===== src/rtl/matrix_result_streamer.sv =====
// matrix_result_streamer
//   Snapshots the packed 3x3 product matrix a fixed delay after a start pulse. It then
//   streams the elements out as bytes over valid/ready: element 0 first, and the least
//   significant byte first within each element.
//   Optional build macro: CHECKSUM_EN appends a mod-2^BYTE_W sum byte after the data bytes.
// Ports
//   clk        in   clock, all logic on posedge
//   rst        in   synchronous active-high reset
//   start      in   frame request, ignored while busy
//   result     in   ELEM_W*N_ELEMS packed result, element 0 in the low bits
//   out_ready  in   downstream accepts a byte this cycle
//   out_valid  out  out_data holds a valid byte
//   out_data   out  streamed byte
//   out_last   out  marks the final byte of the frame
//   busy       out  high from start acceptance until the final handshake
//   done       out  one-cycle pulse after the final handshake
module matrix_result_streamer #(
  parameter int unsigned ELEM_W        = 16,
  parameter int unsigned N_ELEMS       = 9,
  parameter int unsigned BYTE_W        = 8,
  parameter int unsigned CAPTURE_DELAY = 1
) (
  input  logic                       clk,
  input  logic                       rst,
  input  logic                       start,
  input  logic [ELEM_W*N_ELEMS-1:0]  result,
  input  logic                       out_ready,
  output logic                       out_valid,
  output logic [BYTE_W-1:0]          out_data,
  output logic                       out_last,
  output logic                       busy,
  output logic                       done
);

  localparam int unsigned RES_W   = ELEM_W * N_ELEMS;
  localparam int unsigned N_BYTES = RES_W / BYTE_W;
  localparam int unsigned IDX_W   = (N_BYTES > 1) ? $clog2(N_BYTES) : 1;
  localparam int unsigned DLY_W   = (CAPTURE_DELAY > 1) ? $clog2(CAPTURE_DELAY) : 1;
  localparam logic [IDX_W-1:0] LAST_IDX = IDX_W'(N_BYTES - 1);
  localparam logic [DLY_W-1:0] DLY_LOAD = DLY_W'(CAPTURE_DELAY - 1);

`ifdef CHECKSUM_EN
  // The checksum byte carries out_last, so no data byte does.
  localparam logic LAST_ON_DATA = 1'b0;
  typedef enum logic [1:0] {S_IDLE, S_WAIT, S_SEND, S_CSUM} state_e;
`else
  localparam logic LAST_ON_DATA = 1'b1;
  typedef enum logic [1:0] {S_IDLE, S_WAIT, S_SEND} state_e;
`endif

  state_e state_q, state_d;

  logic [RES_W-1:0]  shadow_q, shadow_d;
  logic [IDX_W-1:0]  idx_q, idx_d, idx_nxt;
  logic [DLY_W-1:0]  dly_q, dly_d;
  logic              out_valid_q, out_valid_d;
  logic [BYTE_W-1:0] out_data_q, out_data_d;
  logic              out_last_q, out_last_d;
  logic              busy_q, busy_d;
  logic              done_q, done_d;
`ifdef CHECKSUM_EN
  logic [BYTE_W-1:0] sum_q, sum_d;
`endif

  logic hs;
  logic last_data;
  assign hs        = out_valid_q & out_ready;
  assign last_data = (idx_q == LAST_IDX);
  assign idx_nxt   = idx_q + IDX_W'(1);

  // State register
  always_ff @(posedge clk) begin
    if (rst) state_q <= S_IDLE;
    else     state_q <= state_d;
  end

  // Next-state logic
  always_comb begin
    state_d = state_q;
    case (state_q)
      S_IDLE: if (start) state_d = S_WAIT;
      S_WAIT: if (dly_q == '0) state_d = S_SEND;
      S_SEND: begin
        if (hs && last_data) begin
`ifdef CHECKSUM_EN
          state_d = S_CSUM;
`else
          state_d = S_IDLE;
`endif
        end
      end
`ifdef CHECKSUM_EN
      S_CSUM: if (hs) state_d = S_IDLE;
`endif
      default: state_d = S_IDLE;
    endcase
  end

  // Output and datapath next values; every output is registered below
  always_comb begin
    shadow_d    = shadow_q;
    idx_d       = idx_q;
    dly_d       = dly_q;
    out_valid_d = out_valid_q;
    out_data_d  = out_data_q;
    out_last_d  = out_last_q;
    busy_d      = busy_q;
    done_d      = 1'b0;
`ifdef CHECKSUM_EN
    sum_d       = sum_q;
`endif
    case (state_q)
      S_IDLE: begin
        if (start) begin
          busy_d = 1'b1;
          dly_d  = DLY_LOAD;
          idx_d  = '0;
`ifdef CHECKSUM_EN
          sum_d  = '0;
`endif
        end
      end
      S_WAIT: begin
        if (dly_q == '0) begin
          // The snapshot and the first byte come from the same live sample.
          shadow_d    = result;
          out_valid_d = 1'b1;
          out_data_d  = result[BYTE_W-1:0];
          out_last_d  = LAST_ON_DATA && (LAST_IDX == '0);
        end else begin
          dly_d = dly_q - DLY_W'(1);
        end
      end
      S_SEND: begin
        if (hs) begin
`ifdef CHECKSUM_EN
          sum_d = sum_q + out_data_q;
`endif
          if (last_data) begin
`ifdef CHECKSUM_EN
            // The sum register does not yet include the byte being handed off.
            out_data_d = sum_q + out_data_q;
            out_last_d = 1'b1;
`else
            out_valid_d = 1'b0;
            out_last_d  = 1'b0;
            busy_d      = 1'b0;
            done_d      = 1'b1;
`endif
          end else begin
            idx_d      = idx_nxt;
            out_data_d = shadow_q[32'(idx_nxt) * BYTE_W +: BYTE_W];
            out_last_d = LAST_ON_DATA && (idx_nxt == LAST_IDX);
          end
        end
      end
`ifdef CHECKSUM_EN
      S_CSUM: begin
        if (hs) begin
          out_valid_d = 1'b0;
          out_last_d  = 1'b0;
          busy_d      = 1'b0;
          done_d      = 1'b1;
        end
      end
`endif
      default: ;
    endcase
  end

  // Datapath and output registers
  always_ff @(posedge clk) begin
    if (rst) begin
      shadow_q    <= '0;
      idx_q       <= '0;
      dly_q       <= '0;
      out_valid_q <= 1'b0;
      out_data_q  <= '0;
      out_last_q  <= 1'b0;
      busy_q      <= 1'b0;
      done_q      <= 1'b0;
`ifdef CHECKSUM_EN
      sum_q       <= '0;
`endif
    end else begin
      shadow_q    <= shadow_d;
      idx_q       <= idx_d;
      dly_q       <= dly_d;
      out_valid_q <= out_valid_d;
      out_data_q  <= out_data_d;
      out_last_q  <= out_last_d;
      busy_q      <= busy_d;
      done_q      <= done_d;
`ifdef CHECKSUM_EN
      sum_q       <= sum_d;
`endif
    end
  end

  assign out_valid = out_valid_q;
  assign out_data  = out_data_q;
  assign out_last  = out_last_q;
  assign busy      = busy_q;
  assign done      = done_q;

endmodule


===== config.mk =====
export PLATFORM = sky130hd
export DESIGN_NAME = matrix_result_streamer
export DESIGN_NICKNAME = d
export VERILOG_FILES = /design/src/rtl/matrix_result_streamer.sv
export SDC_FILE = /design/constraint.sdc
export NUM_CORES = 1
export LEC_CHECK = 0
export CAP_MARGIN = 20
export CORE_MARGIN = 2
export CORE_UTILIZATION = 51
export CTS_CLUSTER_SIZE = 12
export DETAILED_ROUTE_END_ITERATION = 12
export PLACE_DENSITY = 0.8
export SYNTH_ARGS = -nofsm -noshare
export SYNTH_HDL_FRONTEND = slang
export SYNTH_SLANG_ARGS = --single-unit

===== constraint.sdc =====
create_clock -name clk -period 3.6 [get_ports clk]
set_input_delay 0.36 -clock clk [delete_from_list [all_inputs] [get_ports clk]]
set_output_delay 0.36 -clock clk [all_outputs]
set_load 0.005 [all_outputs]

---- Word-level counts from Yosys, hierarchy flattened ----
Cells that the tools add are included.
word-level totals
  register bits after elaboration ......... 164
  latch bits .............................. 0
  memory bits (writable) .................. 0
  bits in read-only memories .............. 0
  input bits .............................. 148
  output and inout port bits .............. 12
  logic and storage cells ................. 66
  memories ................................ 0
cells by class
  add/subtract/negate cells ............... 2
  multiply operators ...................... 0
  divide/modulo/power cells ............... 0
  magnitude comparators ................... 0
  equal/unequal tests ..................... 10
  shift-type cells ........................ 1
  mux-type cells .......................... 26
  bitwise gates (word level) .............. 4
  reductions and logical operators ........ 14
operators with widths
  kind                                           number
  variable part select 144 x 9 -> 8 bit          1
  two-way mux 8 bit                              3
  case mux 8 bit (2 select lines)                1
  AND reduction 4 bit                            4
  two-way mux 5 bit                              3
  != test 2 bit, second input constant           6
  == test 5 bit, second input constant           2
  two-way mux 1 bit                              10
  case mux 5 bit (2 select lines)                1
  case mux 1 bit (2 select lines)                4
  two-way mux 2 bit                              3
  case mux 2 bit (3 select lines)                1
  AND reduction 3 bit                            2
  nonzero test 2 bit                             3
  adder 5 x 1 -> 5 bit, second input constant    1
  AND reduction 2 bit                            2
  inverter 1 bit                                 3
  OR reduction 3 bit                             1
  == test 2 x 1 -> 1 bit, second input constant  1
  == test 2 bit, second input constant           1
  zero test 2 bit                                1
  bitwise AND 1 bit                              1
  logical AND 1 bit                              1
  subtractor 1 bit, second input constant        1

---- Longest topological paths before layout ----
Gate-level depths: netlist of the first run.
  word-level depth ........................ 5
  gate-level depth with buffers ........... 11
  mapped depth without buffers ............ 7

---- Worst setup path before layout of the first run ----
No wires, ideal clock.
  path type ............................... reg2reg
  start point ............................. register idx_q[0]
  end point ............................... register out_data_q[0], in the netlist out_data[0]
  library setup time ...................... 114 ps
  arrival time ............................ 2,649 ps
  data required time ...................... 3,486 ps
  path slack .............................. 837 ps
  stages on the path, launching flop included .. 12
  buffers on the path ..................... 4
  clock period less this slack ............ 2,763 ps
  path through ............................ dfxtp_1 > buf_2 > clkinv_1 > buf_2 > ha_1 > clkbuf_1 > buf_2 > mux4_2 > nand2_1 > nand2_1 > a32oi_1 > a21bo_1
on the way
  longest elaborated chain between the ends .. 5
  elaborated cells between the ends (all ways) .. 8
  those cells by class .................... add/sub (1); eq/ne (2); shift (1); mux (3); reduce/logical (1)
RTL lines
  element                                line  text
  start, declared                        54    logic [IDX_W-1:0] idx_q, idx_d, idx_nxt;
  start signal, assigned                 187   idx_q <= idx_d;
  adder 5 x 1 -> 5 bit                   69    assign idx_nxt = idx_q + IDX_W'(1);
  variable part select 144 x 9 -> 8 bit  152   out_data_d = shadow_q[32'(idx_nxt) * BYTE_W +: BYTE_W];
  two-way mux 8 bit                      139   if (last_data) begin
  two-way mux 8 bit                      135   if (hs) begin
  case mux 8 bit (2 select lines)        112   case (state_q)
  end signal, assigned                   190   out_data_q <= out_data_d;
  end, declared                          57    logic [BYTE_W-1:0] out_data_q, out_data_d;
Several ways; a longest one is shown, not always the timed one. The select of a mux whose other input is x is not followed.
A chain may end at the register's enable or synchronous reset.

---- Final worst setup path of the first run ----
  start point ............................. register idx_q[1]
  end point ............................... register out_data_q[4], in the netlist out_data[4]
Same word-level chain as after synthesis.

==> impl_summary.md, run 1 <==
Critical path
In this run the critical register-to-register path is launched from idx_q[1]. The cell family contributing the most delay on the critical path is adder cells. The worst register-to-register path has a setup slack of 0.90 ns.

The number of cell instances on the worst register-to-register path is 8. The type of the setup path with the least slack is flop to flop. The signal on the critical path passes through inv_1, ha_4, buf_12, mux4_2, nand2_1, nand2_1, a32oi_1, a21bo_1. The critical path ends at out_data[4]. The launch point of the critical path is idx_q[1]. The cell seen most often among critical-path stages is nand2_1. The number of buffers and inverters on the critical path is 2. The number of logic stages on the critical path including buffering is 8.

The endpoint identified for the worst register-to-register timing path is out_data[4]. The required time at the endpoint of the critical path is 3.92 ns. In this run the worst path has a maximum fanout of 32. The standard cell with the maximum stage delay on the critical path is ha_4.

At the worst endpoint, the arrival time is around 3 ns. The element type at the critical path end is a flop. The nature of the critical path startpoint is a flop. The maximum single-stage delay on the critical path is 0.65 ns.

Synth
By area the synthesized netlist is led by dfxtp_1 45%, nand2_1 16%, a21oi_1 11%. Counting flops and latches in the post-synthesis netlist gives around 160. The fraction of synthesis flops using an asynchronous set or reset pin is 0%. Synthesis produced a netlist whose cell count is 904. The mean cell area of the mapped netlist is 8.083 um2. The synthesized net count is roughly 1.1k. The predominant post-synthesis flop cell is dfxtp_1.

The distinct cell type count after synthesis is 47. Among all cell types in the netlist, the one instantiated most often is nand2_1. The area share of the leading cell type in the synthesized netlist is between 40% and 50%. Sorting the synthesized cells by how often they occur yields 315 x nand2_1, 164 x a21oi_1, 163 x dfxtp_1. Counting flops with a built-in enable in the synthesized netlist gives 0. After synthesis, flip-flops and latches occupy 44.66% of the total area. The synthesized cell area is 7307 um2.

For this run, the number of Yosys warnings is 0. The most area-hungry cell type in the Yosys netlist is dfxtp_1.

Global route
The wire length of the first global-routing pass is 31560 um. The via count of the first global-routing pass is 6227. Across every metal layer, demand over resource in global routing totals 27.01%.

Global routing finished with a remaining overflow of 0. The largest net degree at the start of global routing is 147. The initial antenna violation count is 1.

Route
The ratio of routed vias to standard cells is around 5.7. The wire length per cell is 16.70 um. After detailed routing, the total wire length is between 20000 and 25000 um.

The residual antenna-violating net count after detailed routing is 0. The first routing iteration left slightly below 700 violations. The number of remaining DRC errors is 0. The first detailed-routing pass ran for 5 iterations. The routed layout has roughly 7k vias.

Layout
The fraction of layout cells with a size suffix above 1 is 7.483%. The layout overhead on the synthesized area is 29.74%. The total number of nets in the final design is 1168.

Place
The routability-driven placement congestion ratio is slightly above 0.9. The detailed placement HPWL is 13770 um. The count of buffers inserted at the top-level ports is 159. The setup slack after placement is 0.9137 ns.

Die
In this run the vertical extent of the chip is 123.7 um. The floorplan row count is 43. Pin placement for this block handled between 150 and 200 I/O pins. In this run the standard cell core region covers 13930 um2. The effective utilization at floorplan is 52.44%. In this run the horizontal extent of the chip is 123.7 um. The die covers 15300 um2.

Timing
The total count of max-transition violations in the final report was 0. For this run, the top clock speed supported by timing is approximately 370 MHz. The summed negative setup slack over all endpoints is 0 ns.

The part of the cycle the worst path needs is between 70% and 80%. For the finished layout, the period the worst path requires is 2.698 ns. The clock tree skew after final layout is 0.007571 ns. The number of hold-slack violations in the final timing report was 0. The transition time at the pin with the least slew margin is 0.8545 ns. Setup repair after global routing left no endpoint under its margin. Measured against its own limit, the worst slew margin works out to 42.75%. Setup violations remaining at the end of the flow were counted as 0. Setup slack on the critical path of the routed design comes to 0.9024 ns.

Clocking
The clock tree from TritonCTS is built. The total of hold buffers inserted after clock tree synthesis is 0. The clock root buffer is clkbuf_16. Once the clock tree was built, the setup fixing pass inserted 0 buffers. The clock latency of the later-clocked register in the worst-skew pair is 0.42 ns.

The worst-case clock buffer depth is 2. The number of clock buffers added by TritonCTS is 17. The number of clock sinks is 163.

Post-CTS repair changed the size of 0 cells. The H-tree level count is 4. The CTS clock-pin slew for the worst setup and hold paths is 0.06 ns.

Pwr
The total internal power is 3.166 mW. The ratio of total power to cell area is ~440 nW/um2. Sequential cells account for 46.7% of the total power.

The clock network accounts for 41.2% of the total power. In this run switching power makes up 24.41% of total power. Across the VDD grid, the largest voltage drop is 352.3 uV.

The analysis attributes to net switching a power of 1.022 mW. The combinational share of power is 12.1%. The static leakage power is 3.297 nW.

Run
Across the run, the number of max-cap violations was 0.

Run status
The flow ran to the end, and the final reports show no timing, DRC or antenna violations.

Hold path
The classification of the worst-slack hold path is input port to flop.
-- cell families after synthesis --
kind of cell	count (synthesis)	share of synthesized area, %
multiplexers	57	10.70
buffers and inverters	79	4.846
flip-flops	163	44.66
adder cells (fa/ha/maj)	3	0.5138
AO/OA/AOI/OAI	202	15.89
AND/OR/NAND/NOR	398	22.79
XOR/XNOR	2	0.5994
-- flip-flops by register name, summed over array words and instances (netlist names) --
register / count
out_valid: 1
state_q: 2
shadow_q: 144
busy: 1
out_data: 8
done: 1
idx_q: 5
out_last: 1
-- through the flow --
| stage | utilization [%] | power, mW | cell area (um2) | cells | hold slack (ns) |
|---|---|---|---|---|---|
| 2_1_floorplan | - | 2.227 | 7307 | 904 | 0.4329 |
| 3_3_place_gp | 63.92 | 2.488 | 8907 | 1178 | 0.4411 |
| 3_5_place_dp | 63.92 | 2.494 | 8907 | 1178 | 0.4431 |
| 4_1_cts | 68.02 | 4.205 | 9478 | 1209 | 0.4031 |
| 5_1_grt | 68.03 | 4.347 | 9480 | 1210 | 0.4516 |
| 6_report | 68.03 | 4.189 | 9480 | 1210 | 0.4098 |
-- cell usage in the layout, fill, tap and decap left out, drive strengths merged, types with 4 or more instances in the layout --
master / n
a221o: 8
clkbuf: 20
a32oi: 8
o21ai: 4
mux2i: 32
nor3: 10
nand2: 315
mux4: 16
and4: 8
dfxtp: 163
nor2: 8
a21oi: 164
clkdlybuf4s50: 158
inv: 6
clkinvlp: 5
mux2: 9
nand3: 40
buf: 10
a21bo: 8
clkinv: 4
-- area by class of cell --
cell class                      count  area [um2]
Fill cell                        1144        4454
Antenna cell                        1       2.502
Multi-Input combinational cell    662        3717
Inverter                            5       18.77
Clock buffer                       20       466.7
Tap cell                          180       225.2
Clock inverter                     11       103.9
Sequential cell                   163        3264
Timing Repair Buffer              168        1682
-- worst min-delay path by stage --
stage,from,endpoint,slack [ns],cells past startpoint
after floorplan,shadow_q[128],shadow_q[128],0.43,2
after global placement,shadow_q[136],shadow_q[136],0.44,2
after detailed placement,shadow_q[130],shadow_q[130],0.44,2
after CTS,rst,state_q[1],0.40,2
after global routing,rst,shadow_q[91],0.45,2
final,rst,state_q[1],0.41,2
-- worst reg2reg max path, cell delays in order, from the launching register on --
cell	delay, ns
dfxtp_1	0.42
inv_1	0.13
ha_4	0.65
buf_12	0.27
mux4_2	0.53
nand2_1	0.10
nand2_1	0.08
a32oi_1	0.19
a21bo_1	0.22
-- power groups by stage --
stage               combinational, mW  clock, mW  sequential [mW]
detailed placement              0.502          0             1.99
finish                          0.507       1.73             1.96
CTS                             0.506       1.74             1.95
floorplan                       0.257          0             1.97
global route                    0.556       1.83             1.96
global placement                0.496          0             1.99
-- layer usage --
layer	track usage [%]	routed length [um]	up-vias	part of all wire [%]
met5	0	0	-	0
met4	10.58	579	0	2.9
met3	7.005	1580	38	7.8
met2	41.59	9308	276	46
met1	36.36	8744	3221	43
li1	-	-	3315	-
Power figures use the tool's default switching activity.
==> inputs of run 2 (changes only) <==
--- a/config.mk
+++ b/config.mk
@@ -7,10 +7,10 @@
 export LEC_CHECK = 0
 export CAP_MARGIN = 20
 export CORE_MARGIN = 2
-export CORE_UTILIZATION = 51
+export CORE_UTILIZATION = 46
 export CTS_CLUSTER_SIZE = 12
 export DETAILED_ROUTE_END_ITERATION = 12
-export PLACE_DENSITY = 0.8
+export PLACE_DENSITY = 0.77
 export SYNTH_ARGS = -nofsm -noshare
 export SYNTH_HDL_FRONTEND = slang
 export SYNTH_SLANG_ARGS = --single-unit
==> constraint.sdc (replaced) <==
create_clock -name clk -period 2.18 [get_ports clk]
set_input_delay 0.218 -clock clk [delete_from_list [all_inputs] [get_ports clk]]
set_output_delay 0.218 -clock clk [all_outputs]
set_load 0.005 [all_outputs]
==> run 2 against run 1 <==
Against the previous run: the flow now finishes with violations (negative setup slack); register-to-register slack worse by 0.92 ns; core utilization decreased by 4.0 points; fmax grew 23%; critical path depth up 1; sequential power rose by 65%; cell area is 6.1% higher; clock power increased by 71%; sequential share of layout area fell by 1.9 points; first-iteration DRC count rose by 0.15%; sequential cell count did not move; highest routed layer unchanged.
==> impl_summary.md, run 2 (synthesized netlist as in run 1, its figures left out) <==
Run status
The run finished, with violations left. The checks that failed: negative setup slack.

Global route
The global-route usage over all layers is 23.72% (-3.3 points). The largest net degree at the start of global routing was 146 (-0.68%). The wire length of the first global-routing pass is 31150 um (-1.3%).

The via count of the first global-routing pass is 6184 (-0.69%). The initial antenna violation count is 0 (-1). The residual overflow from global routing is 0 (unchanged).

Pwr
The part of the power in the clock network is 41.8% (+0.6 points). The total internal power is 5.387 mW (+70%). The static leakage power is 3.551 nW (+7.7%). The switching fraction of total power came to 23.60% (-0.81 points). The power spent charging and discharging nets is 1.664 mW (+63%). The share of total power in sequential cells is 45.9% (-0.8 points). The ratio of total power to cell area is 701.2 nW/um2 (+59%). The maximum VDD drop is 570.4 uV (+62%). The combinational share of power came to 12.3% (+0.2 points).

Layout
The number of flip-flops under the largest register name is 144 (unchanged). The post-route standard cell area excluding fillers was 10060 um2 (+6.1%). The library cells used most frequently in the layout, excluding fill and tap cells, are 309 x nand2_1, 164 x a21oi_1, 161 x dfxtp_1, 158 x clkdlybuf4s50_1, 39 x nand3_1. Leaving out fill and tap cells, the most frequent cell in the layout is nand2_1. The fraction of layout cells with a size suffix above 1 was 11.98% (+4.5 points).

The largest register by flop count is shadow_q. The number of antenna cells inserted is 0 (-1). The total number of nets in the final design is 1200 (+2.7%).

From synthesis to final layout, the design area changed by 37.62%.

Clocking
The clock root buffer is clkbuf_16. The H-tree level count is 4 (unchanged). The CTS clock-pin slew for the worst setup and hold paths is 0.06 ns (about the same).

The clock latency of the later-clocked register in the worst-skew pair is 0.43 ns (about the same). The clock tree from TritonCTS is built. The number of CTS-inserted buffers is 17 (unchanged). The worst-case clock buffer depth is 2 (unchanged).

The number of clock sinks is 163 (unchanged).

Timing
The time the worst path needs with I/O delays and setup is 2.199 ns (-0.4984 ns). The number of hold-slack violations in the final timing report is 0 (unchanged). The highest clock frequency the design can meet came to 454.7 MHz (+23%). The clock tree skew after final layout is 0.007261 ns (-0.0003098 ns). Setup repair after global routing could not meet its margin everywhere. The count of endpoints failing setup in the final report is 2 (+2). The post-route worst hold slack is 0.2254 ns (-0.1843 ns).

The relative max-transition margin is 51.75% (+9.0 points). The transition time at the pin with the least slew margin is 0.7195 ns (-0.1351 ns). The part of the cycle the worst path needs is 100.9% (+26 points). The total count of max-transition violations in the final report is 0 (unchanged). The smallest setup slack after layout is -0.01919 ns (-0.9216 ns).

The summed negative setup slack over all endpoints is -0.03518 ns (-0.03518 ns).

Place
The instance area after placement is 9195 um2 (+3.2%). The detailed placement HPWL is 13980 um (+1.5%). The count of buffers inserted at the top-level ports was 159 (unchanged). The routability-driven placement congestion ratio is 0.8881 (-2.1%).

Route
The residual antenna-violating net count after detailed routing is 0 (unchanged). The total via count after detailed routing is 6907 (+0.83%). The number of remaining DRC errors is 0 (unchanged). The wire length per cell came to 16.31 um (-2.4%). The number of DRC violations after detailed-routing iteration 0 was 678 (+0.15%).

The ratio of routed vias to standard cells came to 5.413 (-4.4%). The total routed wirelength is 20810 um (+3.0%). The first-pass detailed-route iteration total is 7 (+2).

Critical path
The endpoint arrival time on the critical path is 2.52 ns (-0.49 ns). STA classifies the critical path startpoint as a flop. The maximum single-stage delay on the critical path is 0.37 ns (-0.28 ns).

The register-to-register path setup slack came to -0.02 ns (-0.92 ns). By startpoint and endpoint, the worst setup path is classified as flop to flop. The critical path buffer and inverter count is 3 (+1).

The highest fanout seen on the critical path is 6 (-81%). On the critical path, the stage with the largest delay is an instance of dfxtp_4. The element type at the critical path end is a flop.

Grouping stages by cell kind, the critical path spends the most delay in compound AO/OA/AOI/OAI gates. The required time at the endpoint of the critical path is 2.50 ns (-1.42 ns). Walking the worst path, the cells encountered are clkinv_4, ha_4, buf_8, clkbuf_16, mux2i_2, nand3_1, and4_1, a221o_1, a21bo_1.

Die
The die outline area is 16910 um2 (+11%). The I/O pin count was 160 (unchanged). The width of the die is 130.0 um (+5.1%).

The floorplan core area is 15710 um2 (+13%). The floorplan die height was 130.0 um (+5.1%). The effective utilization at floorplan is 46.50% (-5.9 points). The floorplan row count is 46 (+7.0%).

Run
The number of max-cap violations is 0 (unchanged).

Hold path
The worst hold path belongs to the class input port to flop.
-- run 2: cell types whose count changed in the layout (fill, tap and decap cells not counted), moves of 2 or more --
cell	change
clkbuf_16	+5
buf_12	+8
inv_6	-2
mux2i_1	-9
mux2i_2	+8
buf_6	+3
nand2_1	-6
nand2_2	+6
buf_4	+15
-- run 2: area by class of cell --
type | instances | area [um2]
clock buffer | 21 | 480.5
fill | 1274 | 5657
inverter | 5 | 23.77
sequential | 163 | 3268
clock inverter | 9 | 105.1
timing repair buffer | 200 | 2128
tap | 216 | 270.3
multi-input combinational | 662 | 3780
-- run 2: path summary, 6_finish.rpt --
kind / startpoint / end / cells past startpoint
max reg2reg: idx_q[0] / out_data[7] / 9
min reg2reg: shadow_q[77] / shadow_q[77] / 2
max: idx_q[0] / out_data[7] / 9
min: rst / shadow_q[5] / 2
-- run 2: what timing repair did --
item | 4_1_cts | 5_1_grt
endpoints found under the setup margin | 3 | 8
hold buffers | 0 | 0
resized for setup | 2 | 21
buffers inserted | 0 | 5
gates cloned | 0 | 7
pin swaps | 0 | 27
-- run 2: per-stage QoR --
step                worst slack, ns  instances  utilization [%]  power [mW]
CTS                         0.02112       1264            62.28       7.069
global route               -0.08269       1276            64.00       7.321
detailed placement          0.01248       1234            58.52       4.141
finish                     -0.01919       1276            64.00       7.051
global placement            0.05315       1234            58.52       4.129
floorplan                   -0.1060        904                -       3.680
-- run 2: power by group through the flow --
stage | clock, mW | combinational, mW | sequential [mW]
floorplan | 0 | 0.427 | 3.25
global placement | 0 | 0.837 | 3.29
detailed placement | 0 | 0.848 | 3.29
CTS | 2.98 | 0.855 | 3.23
global route | 3.13 | 0.945 | 3.25
finish | 2.95 | 0.869 | 3.24
-- run 2: layer usage --
metal  vias to the layer above  track usage [%]  routed length (um)
met5                         -                0                   0
met4                         0            8.476                 425
met3                        29            4.674                1332
met2                       254            37.54                9845
met1                      3255            32.47                9208
li1                       3369                -                   -
